[src/rtl/data_store_buffer.sv]
// data_store_buffer: four-entry in-order store buffer with coalescing, store-to-load forwarding and flush
// Ports:
//   iClk, iRst                 clock, asynchronous active-high reset
//   iStoreValid/Addr/Data/Mask store offer; oStoreReady says it can be taken
//   iLoadAddr -> oFwdMask/Data buffered bytes for a younger load
//   oMemWriteEn/Addr/Data/Mask head entry toward memory, retired on iMemReady
//   iFlush -> oFlushDone       drain request and its one-cycle completion pulse
//   oEmpty                     no valid entries
module data_store_buffer #(
    parameter int DATA_WIDTH = 32,
    parameter int DEPTH      = 4
) (
    input  logic                    iClk,
    input  logic                    iRst,
    input  logic                    iStoreValid,
    input  logic [DATA_WIDTH-1:0]   iStoreAddr,
    input  logic [DATA_WIDTH-1:0]   iStoreData,
    input  logic [DATA_WIDTH/8-1:0] iStoreMask,
    output logic                    oStoreReady,
    input  logic [DATA_WIDTH-1:0]   iLoadAddr,
    output logic [DATA_WIDTH/8-1:0] oFwdMask,
    output logic [DATA_WIDTH-1:0]   oFwdData,
    output logic                    oMemWriteEn,
    output logic [DATA_WIDTH-1:0]   oMemAddr,
    output logic [DATA_WIDTH-1:0]   oMemData,
    output logic [DATA_WIDTH/8-1:0] oMemMask,
    input  logic                    iMemReady,
    input  logic                    iFlush,
    output logic                    oEmpty,
    output logic                    oFlushDone
);
    localparam int MW = DATA_WIDTH / 8;
    localparam int PW = $clog2(DEPTH);
    localparam int CW = PW + 1;
    localparam int AW = DATA_WIDTH - 2;

    typedef enum logic [1:0] {IDLE, ACTIVE, FLUSHING} state_t;

    state_t                  state;
    logic [PW-1:0]           head, tail, young, idx;
    logic [CW-1:0]           count, count_next;
    logic [AW-1:0]           word [DEPTH];
    logic [DATA_WIDTH-1:0]   data [DEPTH];
    logic [MW-1:0]           mask [DEPTH];
    logic                    push, coalesce, pop, flush_done;
    logic [DATA_WIDTH-1:0]   lane_bits;

    assign young       = tail - PW'(1);
    assign oEmpty      = count == '0;
    assign oStoreReady = count < CW'(DEPTH) && state != FLUSHING;
    assign push        = iStoreValid && oStoreReady && |iStoreMask;
    // count>=2 keeps the merge target away from the head being presented to memory
    assign coalesce    = push && count >= CW'(2) && word[young] == iStoreAddr[DATA_WIDTH-1:2];
    assign pop         = !oEmpty && iMemReady;
    assign count_next  = count + CW'(push && !coalesce) - CW'(pop);
    assign oMemWriteEn = !oEmpty;
    assign oMemAddr    = oEmpty ? '0 : {word[head], 2'b00};
    assign oMemData    = oEmpty ? '0 : data[head];
    assign oMemMask    = oEmpty ? '0 : mask[head];
    assign oFlushDone  = flush_done;

    always_comb begin
        lane_bits = '0;
        for (int l = 0; l < MW; l++) lane_bits[l*8 +: 8] = {8{iStoreMask[l]}};
    end

    // Walk oldest to youngest so younger matching lanes overwrite older ones
    always_comb begin
        oFwdMask = '0;
        oFwdData = '0;
        idx      = '0;
        for (int i = 0; i < DEPTH; i++) begin
            idx = head + PW'(i);
            if (CW'(i) < count && word[idx] == iLoadAddr[DATA_WIDTH-1:2])
                for (int l = 0; l < MW; l++)
                    if (mask[idx][l]) begin
                        oFwdMask[l]          = 1'b1;
                        oFwdData[l*8 +: 8]   = data[idx][l*8 +: 8];
                    end
        end
    end

    always_ff @(posedge iClk or posedge iRst) begin
        if (iRst) begin
            state      <= IDLE;
            head       <= '0;
            tail       <= '0;
            count      <= '0;
            flush_done <= 1'b0;
        end else begin
            count      <= count_next;
            flush_done <= 1'b0;
            if (push && !coalesce) tail <= tail + PW'(1);
            if (pop) head <= head + PW'(1);
            case (state)
                IDLE: begin
                    if (push) state <= ACTIVE;
                    if (iFlush) flush_done <= 1'b1;
                end
                ACTIVE: begin
                    if (count_next == '0) begin
                        state      <= IDLE;
                        flush_done <= iFlush;
                    end else if (iFlush) state <= FLUSHING;
                end
                FLUSHING: begin
                    if (count_next == '0) begin
                        state      <= IDLE;
                        flush_done <= 1'b1;
                    end
                end
                default: state <= IDLE;
            endcase
        end
    end

    // Entry payload needs no reset: validity comes from head/count
    always_ff @(posedge iClk) begin
        if (coalesce) begin
            data[young] <= (data[young] & ~lane_bits) | (iStoreData & lane_bits);
            mask[young] <= mask[young] | iStoreMask;
        end else if (push) begin
            word[tail] <= iStoreAddr[DATA_WIDTH-1:2];
            data[tail] <= iStoreData;
            mask[tail] <= iStoreMask;
        end
    end
endmodule

[config.mk]
export PLATFORM = sky130hd
export DESIGN_NAME = data_store_buffer
export DESIGN_NICKNAME = d
export VERILOG_FILES = /design/src/rtl/data_store_buffer.sv
export SDC_FILE = /design/constraint.sdc
export NUM_CORES = 1
export LEC_CHECK = 0
export BUFFER_PORTS_ARGS = -buffer_cell sky130_fd_sc_hd__buf_4
export CAP_MARGIN = 25
export CORE_MARGIN = 5
export CORE_UTILIZATION = 65
export CTS_BUF_LIST = sky130_fd_sc_hd__clkbuf_16
export DETAILED_ROUTE_END_ITERATION = 6
export HOLD_SLACK_MARGIN = 0.1
export PLACE_DENSITY_LB_ADDON = 0.05
export SKIP_LAST_GASP = 1
export SLEW_MARGIN = 20
export SYNTH_ARGS = -nofsm -noshare
export SYNTH_HDL_FRONTEND = slang
export SYNTH_SLANG_ARGS = --single-unit
[constraint.sdc]
create_clock -name iClk -period 17.1 [get_ports iClk]
set_input_delay 0.855 -clock iClk [delete_from_list [all_inputs] [get_ports iClk]]
set_output_delay 0.855 -clock iClk [all_outputs]
set_load 0.02 [all_outputs]
==> out/qor.txt <==
predominant post-synthesis flop cell - edfxtp_1
type of the worst setup path - flip-flop to output pin
total track usage - 34.47%
class of the worst hold path - primary input to async pin
# H-tree levels - 1
area fraction in compound gates after synthesis - 11.30%
netlist area before placement - 0.02043 mm²
Relative slew margins - 28.07%
leading cell types in the layout, fill and taps excluded - edfxtp_1, buf_4, mux2i_1
post-synthesis async set-or-reset flop share - 3.650%
remaining routing DRC violations - 0
Yosys warnings - 0
Setup Slack @ Placement - 9645 ps
count of buffers added by post-CTS timing repair for setup - 0
number of vias per cell - 6.966
placeable core region - 0.03131 mm²
TritonCTS clock tree - yes
number of buffers inserted by port buffering - 206
crit path DAT - 6940 ps
synthesized-area fraction occupied by and/or/nand/nor cells - 12.14%
first-pass GRT wire length - 95070 µm
outcome - complete, no violations
std cell rows - 65
reg-to-reg slack, setup - 10340 ps
final net count - 2036
most common cell after layout, fill and taps aside - edfxtp_1
ordered cell list for the critical path - buf_12 > mux4_2 > xor2_1 > nor4_1 > o21ai_1 > nor4_2 > nand4_1 > o21a_1 > o211ai_1 > o2111a_1 > buf_4
Critical Path Sink Type - output pin
synthesized area divided by synthesized cell count - 11.35 µm²
Num CTS Buffers - 30
routed wirelength normalized by instance count - 26.48 µm
minimum clock period - 7790 ps
sink count of the clock tree - 274
number of antenna violations at the first check in global routing - 2
Max Buffers Root-to-Sink - 3
share of cell area taken by muxes after synthesis - 25.78%
minimum setup slack in the final design - 9310 ps
via count of the first global-routing pass - 15890
overall die area - 0.03508 mm²
utilization after layout - 73.47%
Final Max Tran Viols - 0
period utilization - 45.56%
cell at the slowest stage of the critical path - dfrtp_4
die span in x - 187.3 µm
Starting Density - 65.26%
Total Routed Length - 62180 µm
dominant combinational cell family by area after synthesis - multiplexers
hold buffer count at CTS - 0
cells after synthesis - 1801
power density over the cells - 188.6 mW/mm²
Crit Path Max Fanout - 144
EDFF count, synth - 264
worst stage delay on the critical path - 1050 ps
actual transition at the worst max-transition pin - 1052 ps
top achievable clock speed - 128.4 MHz
routability congestion estimate from global placement - 1.032
kind of launch point of the worst setup path - flip-flop
DRT iter0 DRCs - 2029
final antenna diode count - 0
gr ovfl total - 0
arithmetic-cell share of the synthesized area counting full adders, half adders and majority gates - 0.5878%
Max Clock Skew - 23.44 ps
Min Hold Slack - 262.2 ps
Root Buffer - clkbuf_16
count of antenna-violating nets left after detailed routing - 0
maximum number of pins on one net before global-route repair - 145
clock transition time at the flip-flop clock pins of the worst setup and hold paths - 60 ps
flops & latches, synth - 274
Total Neg Setup Slack - 0 ps
post-synthesis sequential area ratio - 40.02%
half-perimeter wire length after placement - 42500 µm
post-cts repair resize count - 0
Clk Latency, worst-skew pair - 580 ps
Max VDD drop - 404.4 µV
proportion of layout cells with a drive suffix above 1 - 27.08%
area overhead of the layout relative to synthesis - 12.58%
post-synthesis cell type count - 90
number of maximum-capacitance constraint violations - 0
setup repair after global routing missed its margin - false
required time reported for the critical path endpoint - 16250 ps
Die Y-Extent - 187.3 µm
number of setup violations in the final report - 0
Detailed Routing Iterations Pass 1 - 6
number of primary I/O pins - 213
xor and xnor fraction of the mapped netlist area - 6.215%
detailed-route via count - 16360
cell leakage power - 8.525 nW
Hold Violations, Final - 0
## cell type report
type / instances / area, µm²
Tap cell: 402 / 503.0
Multi-Input combinational cell: 1364 / 11510
Inverter: 20 / 80.08
Sequential cell: 274 / 8189
Fill cell: 2169 / 8307
Clock inverter: 26 / 182.7
Timing Repair Buffer: 232 / 1787
Clock buffer: 30 / 750.7
## cell families after synthesis
group | count (synthesis)
DFF | 274
AOI/OAI and AO/OA | 301
adders and majority gates | 9
and+or+nand+nor | 504
muxes | 403
other | 1
xor gates and xnor gates | 145
buffers and inverters | 164
## routing by layer
metal  vias up  track usage (%)  share of wire, %
li1       7139                -                 -
met1      8060            50.04                41
met2      1038            53.19                45
met3       115            7.391                11
met4         4            9.329               2.6
met5         -                0             0.047
## power breakdown
part | leakage [nW] | internal (W) | total [W] | switching (W)
logic | 5.53 | 0.00113 | 0.00266 | 0.00154
registers | 2.51 | 0.000913 | 0.00106 | 0.000145
clock network | 0.492 | 0.000348 | 0.000618 | 0.000270
## worst paths after layout
kind | startpoint | endpoint | cells after the start
worst max-delay path | head[1] | oFwdData[10] | 11
worst min-delay path | iRst | head[1] | 2
worst max register to register | tail[0] | state[0] | 18
worst min register to register | state[1] | state[0] | 1
max in group asynchronous | iRst | head[0] | 2
min in group iClk | iStoreAddr[4] | word[2][2] | 1
## cell usage after synthesis, types with 17 or more instances
cell | number | area (µm²)
a21oi_1 | 44 | 220.2
and2_1 | 26 | 162.7
and3_1 | 22 | 137.6
buf_1 | 20 | 75.07
buf_2 | 38 | 190.2
clkbuf_1 | 65 | 244.0
edfxtp_1 | 264 | 7928
inv_1 | 19 | 71.32
mux2_2 | 102 | 1149
mux2i_1 | 211 | 2112
mux4_2 | 87 | 1959
nand2_1 | 155 | 581.8
nand3_1 | 34 | 170.2
nand4_1 | 17 | 106.4
nor2_1 | 124 | 465.5
nor2b_1 | 17 | 106.4
nor3_1 | 26 | 130.1
o211ai_1 | 18 | 135.1
o21ai_0 | 52 | 260.3
or3_1 | 22 | 137.6
xnor2_1 | 113 | 989.7
xor2_1 | 32 | 280.3
## through the flow
step	cell area (µm²)	instances	total power (W)
5_1_grt	23000	2348	0.004547
3_5_place_dp	22020	2290	0.003663
6_report	23000	2348	0.004338
3_3_place_gp	22020	2290	0.003616
2_1_floorplan	20440	1802	0.002918
4_1_cts	22950	2346	0.004291
## critical path: cells and delay by family (launching register included)
family,cells,cell delay [ps]
AO/OA/AOI/OAI,4,1250
XOR/XNOR,1,170
buffers and inverters,2,820
flip-flops,1,1050
multiplexers,1,630
AND/OR/NAND/NOR,3,2160
## sequential cells by signal (all words and copies together), names as in the netlist
name        count
word          120
oFlushDone      1
count           3
state           2
mask           16
head            2
tail            2
data          128
(Power assumes the default switching activity.)
